--- src/rtl/mode_mux_pkg.sv ---
// ============================================================================
// Module  : mode_mux_pkg
// Brief   : Shared types, constants and helpers for the mode mux arbiter.
// Revision: 1.0
// ============================================================================
`default_nettype none

package mode_mux_pkg;

    localparam int NUM_REQ = 4;
    localparam int SEL_W   = $clog2(NUM_REQ);

    typedef enum logic [0:0] {
        IDLE = 1'b0,
        BUSY = 1'b1
    } arb_state_t;

    // First set request bit scanning upward from the slot after last, wrapping 3 -> 0.
    function automatic logic [SEL_W-1:0] rr_pick(
        input logic [NUM_REQ-1:0] req,
        input logic [SEL_W-1:0]   last
    );
        logic [SEL_W-1:0] idx;
        logic             found;
        rr_pick = last;
        found   = 1'b0;
        for (int i = 1; i <= NUM_REQ; i++) begin
            idx = last + SEL_W'(i);
            if (!found && req[idx]) begin
                rr_pick = idx;
                found   = 1'b1;
            end
        end
    endfunction

    function automatic logic [NUM_REQ-1:0] to_onehot(input logic [SEL_W-1:0] idx);
        to_onehot      = '0;
        to_onehot[idx] = 1'b1;
    endfunction

endpackage

`default_nettype wire

--- src/rtl/mode_mux.sv ---
// ============================================================================
// Module  : mode_mux
// Brief   : Combinational 4:1 data multiplexer driven by a binary select.
// Revision: 1.0
// ============================================================================
`default_nettype none

module mode_mux
    import mode_mux_pkg::*;
#(
    parameter int W = 4
) (
    input  logic [SEL_W-1:0] sel,
    input  logic [W-1:0]     a,
    input  logic [W-1:0]     b,
    input  logic [W-1:0]     c,
    input  logic [W-1:0]     d,
    output logic [W-1:0]     out
);

    always_comb begin
        out = a;
        case (sel)
            2'd0:    out = a;
            2'd1:    out = b;
            2'd2:    out = c;
            2'd3:    out = d;
            default: out = a;
        endcase
    end

endmodule

`default_nettype wire

--- src/rtl/mode_mux_arbiter.sv ---
// ============================================================================
// Module  : mode_mux_arbiter
// Brief   : Round-robin, burst-limited arbiter with a registered mux output.
// Revision: 1.0
// ============================================================================
`default_nettype none

module mode_mux_arbiter
    import mode_mux_pkg::*;
#(
    parameter int MAX_BURST = 4,
    parameter int W         = 4
) (
    input  logic               clk,
    input  logic               rst,
    input  logic [NUM_REQ-1:0] req,
    input  logic [W-1:0]       a,
    input  logic [W-1:0]       b,
    input  logic [W-1:0]       c,
    input  logic [W-1:0]       d,
    output logic [NUM_REQ-1:0] grant,
    output logic [SEL_W-1:0]   sel,
    output logic [W-1:0]       out,
    output logic               out_valid
);

    localparam logic [3:0] BURST_LAST = 4'(MAX_BURST - 1);

    arb_state_t       state;
    logic [SEL_W-1:0] last_ptr;
    logic [SEL_W-1:0] winner;
    logic [3:0]       burst_cnt;
    logic [W-1:0]     mux_out;
    logic             others_waiting;
    logic             expire;
    logic             release_now;

    mode_mux #(
        .W (W)
    ) u_mux (
        .sel (sel),
        .a   (a),
        .b   (b),
        .c   (c),
        .d   (d),
        .out (mux_out)
    );

    always_comb begin
        winner         = rr_pick(req, last_ptr);
        others_waiting = |(req & ~grant);
        expire         = (burst_cnt == BURST_LAST) && others_waiting;
        release_now    = !req[sel] || expire;
    end

    always_ff @(posedge clk) begin
        if (rst) begin
            state     <= IDLE;
            grant     <= '0;
            sel       <= '0;
            out       <= '0;
            out_valid <= 1'b0;
            burst_cnt <= '0;
            last_ptr  <= SEL_W'(NUM_REQ - 1);
        end else begin
            // Output stage samples the pre-edge grant/sel; out holds when nothing is granted.
            out_valid <= |grant;
            if (|grant) begin
                out <= mux_out;
            end

            case (state)
                IDLE: begin
                    if (|req) begin
                        grant     <= to_onehot(winner);
                        sel       <= winner;
                        last_ptr  <= winner;
                        burst_cnt <= '0;
                        state     <= BUSY;
                    end
                end
                BUSY: begin
                    // A drop and an expiry on the same edge collapse into one release.
                    if (release_now) begin
                        grant     <= '0;
                        burst_cnt <= '0;
                        state     <= IDLE;
                    end else if (others_waiting) begin
                        burst_cnt <= burst_cnt + 4'd1;
                    end else begin
                        burst_cnt <= '0;
                    end
                end
                default: begin
                    grant <= '0;
                    state <= IDLE;
                end
            endcase
        end
    end

endmodule

`default_nettype wire

--- config.mk ---
export PLATFORM = sky130hd
export DESIGN_NAME = mode_mux_arbiter
export DESIGN_NICKNAME = d
export VERILOG_FILES = /design/src/rtl/mode_mux_pkg.sv /design/src/rtl/mode_mux.sv /design/src/rtl/mode_mux_arbiter.sv
export SDC_FILE = /design/constraint.sdc
export NUM_CORES = 1
export LEC_CHECK = 0
export ABC_CLOCK_PERIOD_IN_PS = 2900
export BUFFER_PORTS_ARGS = -buffer_cell sky130_fd_sc_hd__buf_4
export CAP_MARGIN = 20
export CORE_ASPECT_RATIO = 0.9
export CORE_UTILIZATION = 53
export CTS_CLUSTER_DIAMETER = 150
export CTS_CLUSTER_SIZE = 28
export DETAILED_ROUTE_END_ITERATION = 16
export PLACE_DENSITY = 0.94
export SLEW_MARGIN = 20
export SYNTH_ARGS = -nofsm -noshare
export SYNTH_HDL_FRONTEND = slang
export SYNTH_SLANG_ARGS = --single-unit
--- constraint.sdc ---
create_clock -name clk -period 2.9 [get_ports clk]
set_clock_uncertainty 0.1 [all_clocks]
set_input_delay 0.87 -clock clk [delete_from_list [all_inputs] [get_ports clk]]
set_output_delay 0.87 -clock clk [all_outputs]
set_load 0.02 [all_outputs]
Yosys cells after proc, flatten, opt, wreduce, memory -nomap -nowiden. Cells that the tools add are included.

Register bits: 18. Output and inout bits: 11.

$add $sub $neg: 4. Magnitude comparators: 7. Equal/unequal tests: 6. Muxes and demuxes: 30. Bitwise gates (word level): 3. Reduce and logical (&&, ||, !) cells: 16.

Operators by type and width (count): two-way mux 4 bit (5); < comparator 2 x 3 -> 1 bit, second input constant (6); one-hot mux 4 bit (2 select lines) (2); one-hot mux 4 bit (4 select lines) (1); OR reduction 4 bit (3); two-way mux 1 bit (11); binary-select mux 1 bit (select 2 bit) (5); two-way mux 2 bit (4); logical AND 1 bit (5); adder 2 bit, second input constant (2); adder 4 x 1 -> 4 bit, second input constant (1); AND 4 bit (1); equality test 2 bit, second input constant (2); equality test 4 x 2 -> 1 bit, second input constant (1); logical NOT 1 bit (4); inverter 4 bit (1); AND reduction 2 bit (2); adder 2 x 1 -> 2 bit, second input constant (1); demux 1 bit (select 2 bit) (1); equality test 2 x 1 -> 1 bit, second input constant (1); >= comparator 2 x 1 -> 1 bit, second input constant (1); logical NOT 2 bit (1); != test 2 x 1 -> 1 bit, second input constant (1); != test 2 bit, second input constant (1); other kinds (3) (3).

Longest topological paths before layout. Gate-level depths: netlist of the first run.

Depth after elaboration: 19. Mapped depth: 5.

Cells and area by module. From an unflattened synthesis of the first run, not the netlist that was laid out.

Cells, all modules: 105. Area total of the unflattened synthesis: 1002.2 sq um.

By module, submodules not included: mode_mux_arbiter (instances 1, cells each 101, area an instance 897.1 sq um); mode_mux (instances 1, cells each 4, area an instance 105.1 sq um).

Worst setup path before layout of the first run. OpenSTA, ideal clock, no wires.

Path kind: input to register. From: in req[0]. To: reg burst_cnt[0]. Library setup time: 116 ps. Arrival: 1776 ps. Slack: 908 ps. Stages: 4. Buffers on the path: 0. Path through: nor2b_4 or4_4 a32oi_1 nor2_1.

Cells in the longest elaborated chain, start to end: 6. Elaborated cells on any way between the ends: 12. Classes of those cells: eq/ne: 1; mux: 5; bitwise: 1; reduce/logical: 5.

Ends and longest elaborated chain: start, declared (line mode_mux_arbiter.sv:16) `input logic [NUM_REQ-1:0] req,`; binary-select mux 1 bit (select 2 bit) / AND 4 bit (equally long branches) (line mode_mux_arbiter.sv:53, mode_mux_arbiter.sv:51); two-way mux 1 bit (not written as such) / OR reduction 4 bit (equally long branches) (line mode_mux_arbiter.sv:53, mode_mux_arbiter.sv:51); logical NOT 1 bit / logical AND 1 bit (equally long branches) (line mode_mux_arbiter.sv:53, mode_mux_arbiter.sv:52); logical OR 1 bit (line mode_mux_arbiter.sv:53) `release_now = !req[sel] || expire;`; two-way mux 4 bit (line mode_mux_arbiter.sv:84) `if (release_now) begin`; one-hot mux 4 bit (2 select lines) (line mode_mux_arbiter.sv:72) `case (state)`; end signal, assigned (line mode_mux_arbiter.sv:89) `burst_cnt <= burst_cnt + 4'd1;`; end, declared (line mode_mux_arbiter.sv:32) `logic [3:0] burst_cnt;`.

Parallel ways exist; a longest one is shown, timed or not. The select of a mux whose other input is x is not followed. A chain may end at the register's enable or synchronous reset.

Final worst setup path of the first run.
From: reg sel[0]. To: out sel[0].

RTL lines: start, declared (line mode_mux_arbiter.sv:22) `output logic [SEL_W-1:0] sel,`; start signal, assigned (line mode_mux_arbiter.sv:76) `sel <= winner;`.

No word-level cell between the ends.

==> results of run 1 <==
## final cells by class
type / instances / share of cell area, %
Sequential cell: 18 / 28.2
Inverter: 2 / 0.587
Clock buffer: 3 / 1.76
Multi-Input combinational cell: 84 / 48.3
Tap cell: 24 / 2.35
Timing Repair Buffer: 32 / 18.8
## path summary, 6_finish.rpt
kind                                           startpoint  cells past startpoint  slack, ns                        end
worst max register to register  burst_cnt[0]$_SDFFE_PP0P_                      5       1.16      grant[2]$_SDFFE_PP0P_
worst min register to register  burst_cnt[1]$_SDFFE_PP0P_                      2       0.41  burst_cnt[1]$_SDFFE_PP0P_
worst max-delay path                  sel[0]$_SDFFE_PP0P_                      1       0.86                     sel[0]
worst min-delay path            burst_cnt[1]$_SDFFE_PP0P_                      2       0.41  burst_cnt[1]$_SDFFE_PP0P_
## power by group
| group | internal, mW | total, mW | switching (mW) |
|---|---|---|---|
| Clock | 0.0484 | 0.121 | 0.0722 |
| Sequential | 0.275 | 0.306 | 0.0314 |
| Combinational | 0.109 | 0.215 | 0.106 |
## sequential cells by signal, indices dropped and copies added, names as in the netlist
name	count
burst_cnt	4
grant	4
last_ptr	2
out	4
out_valid	1
sel	2
state	1
## cells in the mapped netlist (all sizes together), types with 2 or more instances
cell    count  share of area, %
buf         4               2.5
nand4       3               1.9
mux2i       6               5.9
inv         2              0.74
a21oi       7               3.5
nor2       14               5.9
a21o        2               1.5
mux4        4               8.9
nand3       4               2.0
dfxtp      18                36
o32ai       4               3.5
nand2b      7               4.6
o21ai       3               1.5
nor2b       8               5.9
nand2       7               2.6
or4         2               2.2
## metrics by stage
step / power [mW] / utilization [%]
floorplan: 0.447 / -
global placement: 0.516 / 72.4
detailed placement: 0.525 / 72.4
CTS: 0.645 / 73.7
global route: 0.675 / 73.7
finish: 0.642 / 73.7
## cell families after synthesis
family                     count (synthesis)  synth area share [%]
buffers and inverters                      6                  3.22
muxes                                     10                  14.9
and+or+nand+nor                           51                  30.1
AOI/OAI and AO/OA                         22                  15.0
DFF                                       18                  35.6
adders and majority gates                  1                  1.24
## routing by layer
layer | track usage (%) | wire length, um | vias up
li1 | - | - | 464
met1 | 28.8 | 913 | 422
met2 | 39.5 | 1170 | 41
met3 | 9.17 | 130 | 9
met4 | 13.3 | 70 | 0
met5 | 0 | 0 | -
==> results.cfg, run 1 <==
[run_status]
status = finished, final reports clean

[global_route]
antenna_found_initial = 0
grt_usage_pct = 25.0
grt_first_pass_wirelength_um = 3660
grt_pass1_vias = 902
grt_max_degree = 23
overflow = 0

[yosys]
synth_cell_types = 34
ys.flop_type = dfxtp_1
yosysSeqAreaShare_pct = 35.6
synthesis.nets = 131
synthArstFlopShare_pct = 0
syn_inst = 108
synthesis.area_um2 = 1010
synth_edf_count = 0
ys_ff_latch = 18
syn_avg_cell_area_um2 = 9.36
ys_warn_count = 0

[flow_run]
maxCapViolCount = 0

[sta]
final.setup.tns_ns = 0
relSlewSlack_pct = 41.4
tightest_slew_ns = 0.872
hold_ws_ns = 0.405
fin_crit_sh_pct = 70.5
hold_viol = 0
rsz0062_at_grt = no
setup_viol = 0
slew_viol_final = 0
fmax_mhz = 489
finalWorstSetupSlack_ns = 0.857
min_period_ns = 2.04

[setup_path]
crit_path_top_delay_cell = dfxtp_1
crit_required_ns = 1.93
critical_path.max_stage_delay_ns = 0.56
cp_num_buf_inv = 1
worst_setup_path_end_kind = primary output
crit_family = flip-flops
cp.arrival_ns = 1.07
crit_path_max_fanout = 8
start_kind = flop
worstSetupPathType = flop to primary output
worstPathCellList = buf_4

[cells_and_area]
multiInputGateArea_um2 = 618
final_cell_mix = buf_4 (32), dfxtp_1 (18), nor2_1 (13)
antennaDiodeCount = 0
fillers = 135
design_area_um2 = 1280
nets = 164
final_common_cell = buf_4
syn2layout_area_growth_pct = 26.5
regArea_um2 = 360
stdcell_count = 163
drive_above_1_share_pct = 34.5

[power_and_ir_drop]
p_per_area_nw_per_um2 = 502
ir_drop_v = 0.000313
power_leakage_nw = 0.542

[clock_network]
cts_made_buffers = 3
cts_num_sinks = 18
cts.repair.resized = 0
cts_tree = built
cts.reportedPaths.clkPinSlew_ns = 0.10
htreeDepth = 1
hold_buffers = 0
clk_latency_ns = 0.29
clk_path_buf_depth = 2
root_buffer = clkbuf_4
cts_setup_buffers = 0

[floorplanning]
row_count = 14
die_area_um2 = 2090
start_util_pct = 58.3
core_area_um2 = 1730
die_w_um = 48.0
die_h_um = 43.4
io_pins = 33

[routing]
route.detailed.drc = 0
dr.pass1.iters = 4
routed_via_density = 5.74
drt_wl_total_um = 2290
wl_per_cell_um = 14.0
ant_nets = 0
drt_iter0_markers = 30
vias = 936

[placement]
gp_congestion = 0.773
hpwl_um = 1750
place_ws_ns = 0.710
dp_cells = 160
placed_cell_area_um2 = 1260
io_buffers = 32

[worst_hold_path]
hold_path_class = flop to flop
No activity file was read; power rests on OpenSTA's default activity.
==> run 2, diff against run 1 <==
--- a/config.mk
+++ b/config.mk
@@ -5,15 +5,16 @@
 export SDC_FILE = /design/constraint.sdc
 export NUM_CORES = 1
 export LEC_CHECK = 0
-export ABC_CLOCK_PERIOD_IN_PS = 2900
+export ABC_AREA = 1
+export ABC_CLOCK_PERIOD_IN_PS = 1700
 export BUFFER_PORTS_ARGS = -buffer_cell sky130_fd_sc_hd__buf_4
 export CAP_MARGIN = 20
 export CORE_ASPECT_RATIO = 0.9
-export CORE_UTILIZATION = 53
+export CORE_UTILIZATION = 46
 export CTS_CLUSTER_DIAMETER = 150
 export CTS_CLUSTER_SIZE = 28
 export DETAILED_ROUTE_END_ITERATION = 16
-export PLACE_DENSITY = 0.94
+export PLACE_DENSITY = 0.85
 export SLEW_MARGIN = 20
 export SYNTH_ARGS = -nofsm -noshare
 export SYNTH_HDL_FRONTEND = slang
==> constraint.sdc (replaced) <==
create_clock -name clk -period 1.7 [get_ports clk]
set_clock_uncertainty 0.1 [all_clocks]
set_input_delay 0.51 -clock clk [delete_from_list [all_inputs] [get_ports clk]]
set_output_delay 0.51 -clock clk [all_outputs]
set_load 0.02 [all_outputs]
==> run 2 against run 1 <==
  * Core utilization down 11 points
  * Clock-buffer cell count is 1 higher
  * Largest power group is now combinational logic
  * Sequential share of layout area down 4.4 points
  * Highest routed layer unchanged
  * Setup slack got worse by 0.74 ns
  * Hold slack worse by 0.037 ns
  * Critical path depth up 11
  * Non-clock buffer count is 5 higher
  * Sequential power rose by 120%
  * Clock power rose by 120%
  * First-iteration DRC count is the same
==> results.cfg, run 2 <==
[cells_and_area]
antennaDiodeCount = 0
reg_top3 = burst_cnt x4, grant x4, out x4
final_common_cell = nand2_1
final_util_pct = 62.9
syn2layout_area_growth_pct = 29.5
nets = 248
final_cell_mix = nand2_1 (63), buf_4 (37), inv_1 (24)
stdcell_count = 252
drive_above_1_share_pct = 29.9
design_area_um2 = 1540

[global_route]
antenna_found_initial = 0
grt_first_pass_wirelength_um = 4800
grt_max_degree = 13
overflow = 0
grt_pass1_vias = 1168
grt_usage_pct = 21.9

[sta]
relSlewSlack_pct = 79.4
setup_viol = 0
slew_viol_final = 0
fin_crit_sh_pct = 93.3
hold_viol = 0
tightest_slew_ns = 0.310
min_period_ns = 1.59
fmax_mhz = 630

[power_and_ir_drop]
net-switching-power_mw = 1.33
seqPwrFrac_pct = 25.3
p_clk_share_pct = 9.9
p_per_area_nw_per_um2 = 1730
power_leakage_nw = 0.805
ir_drop_v = 0.00115
p_comb_share_pct = 64.8
switching_share_pct = 50.0
internal_power_mw = 1.33

[routing]
dr.pass1.iters = 4
drt_wl_total_um = 2790
ant_nets = 0
drt_iter0_markers = 30
wl_per_cell_um = 11.1
vias = 1261
route.detailed.drc = 0
routed_via_density = 5.00

[worst_hold_path]
whs_path_depth = 2
hold_path_class = input port to flop
min_to = grant[2]$_SDFFE_PP0P_
min-delay-start = rst

[placement]
dp_cells = 247
gp_congestion = 0.862
hpwl_um = 2220
io_buffers = 32
placed_cell_area_um2 = 1480

[yosys]
yosysSeqAreaShare_pct = 30.3
ys.flop_type = dfxtp_1
synth.most_common_cell = nand2_1
synth.top_cell.area_share_pct = 30.3
synthesis.nets = 208
synth_common_cells = nand2_1 (64), inv_1 (24), dfxtp_1 (18)
ys_top_cells_by_area = dfxtp_1 (30%), nand2_1 (20%), inv_1 (7.6%), nand2_2 (4.2%), nand3_1 (4.2%)
synth_cell_types = 28
syn_inst = 185
synthesis.area_um2 = 1190
synthArstFlopShare_pct = 0
ys_ff_latch = 18
yosysTopAreaCell = dfxtp_1
synth_edf_count = 0
ys_warn_count = 0
syn_avg_cell_area_um2 = 6.42

[setup_path]
r2r_setup_slack_ns = 0.11
critical_path.max_stage_delay_ns = 0.39
crit_required_ns = 1.78
r2r_start = last_ptr[0]$_SDFFE_PP1P_
crit_path_top_delay_cell = dfxtp_4
r2r-end = last_ptr[1]$_SDFFE_PP1P_
crit_top_cell = nand2_2
start_kind = flop
reg2reg_depth = 12
worstPathCellList = inv_4 -> nand2_1 -> nand2_2 -> nand2_4 -> nand2_4 -> clkinv_2 -> nand3_4 -> inv_1 -> nand2_1 -> nand2_2 -> nand2_2 -> o211ai_1
worst_setup_path_end_kind = flop
worstSetupPathType = flop to flop
crit_path_max_fanout = 9
cp.arrival_ns = 1.67

[floorplanning]
io_pins = 33
core_area_um2 = 2450
row_count = 17
start_util_pct = 48.5
die_w_um = 55.6
die_area_um2 = 2790
die_h_um = 50.2

[clock_network]
cts_made_buffers = 3
cts_tree = built
clk_path_buf_depth = 2
cts.reportedPaths.clkPinSlew_ns = 0.10
root_buffer = clkbuf_4
clk_latency_ns = 0.29
cts_num_sinks = 18
htreeDepth = 1

[flow_run]
maxCapViolCount = 0

[run_status]
status = finished, final reports clean
## run 2: cell types whose count changed after synthesis, moves of 4 or more
cell,change
nand2_1,+57
inv_1,+22
nand2_2,+8
o22ai_1,+8
mux2i_1,-6
nand2b_1,-6
nand3_1,+6
nor2b_1,-6
a21oi_2,+5
a221oi_1,+4
mux4_2,-4
o32ai_1,-4
## run 2: what timing repair did
action | in CTS | in global routing
endpoints found under the setup margin | 1 | 7
hold buffers | 0 | 0
pin swaps | 0 | 2
gates resized for setup | 1 | 5
setup buffers | 0 | 1
cloned | 0 | 0
## run 2: power groups by stage
stage / logic, mW / clock network (mW) / registers (mW)
floorplan: 1.19 / 0 / 0.718
global placement: 1.64 / 0 / 0.662
detailed placement: 1.67 / 0 / 0.662
CTS: 1.67 / 0.271 / 0.657
global route: 1.95 / 0.293 / 0.688
finish: 1.72 / 0.263 / 0.672
## run 2: critical path: cells and delay by family (launching register included)
kind                   cells  cell delay (ns)
AO/OA/AOI/OAI              1             0.09
buffers and inverters      3             0.24
flip-flops                 1             0.39
AND/OR/NAND/NOR            8             0.65
## run 2: through the flow
stage          TNS [ns]  setup slack (ns)  hold WS, ns  power [mW]
2_1_floorplan         0             0.200        0.361        1.91
3_3_place_gp          0            0.0255        0.363        2.31
3_5_place_dp    -0.0163           -0.0163        0.369        2.33
4_1_cts               0            0.0818        0.358        2.60
5_1_grt         -0.0107          -0.00985        0.348        2.93
6_report              0             0.113        0.369        2.66
## run 2: area by class of cell
cell class | count | area, um^2
Multi-Input combinational cell | 138 | 718
Tap cell | 28 | 35.0
Fill cell | 233 | 908
Clock buffer | 4 | 36.3
Sequential cell | 18 | 365
Inverter | 27 | 105
Timing Repair Buffer | 37 | 278
## run 2: how the worst max path moves through the flow
stage	from	end	slack, ns
6_report	last_ptr[0]$_SDFFE_PP1P_	last_ptr[1]$_SDFFE_PP1P_	0.11
5_1_grt	last_ptr[0]$_SDFFE_PP1P_	sel[1]$_SDFFE_PP0P_	-0.01
4_1_cts	last_ptr[0]$_SDFFE_PP1P_	sel[0]$_SDFFE_PP0P_	0.08
3_5_place_dp	req[0]	sel[0]$_SDFFE_PP0P_	-0.02
3_3_place_gp	req[1]	sel[0]$_SDFFE_PP0P_	0.03
2_1_floorplan	req[3]	grant[0]$_SDFFE_PP0P_	0.20
## run 2: kinds of logic after synthesis
group,count (synthesis),synth area share [%]
flip-flops,18,30.3
AND/OR/NAND/NOR,104,40.4
buffers and inverters,29,9.59
adder cells (fa/ha/maj),1,1.05
XOR/XNOR,2,1.48
AO/OA/AOI/OAI,31,17.2
## run 2: metal layers
layer	GRT usage, %	wire length [um]	vias up	part of all wire [%]
li1	-	-	672	-
met5	0	0	-	0
met2	34.5	1160	39	41
met4	6.25	20	0	0.72
met3	6.70	221	4	7.9
met1	28.9	1390	546	50
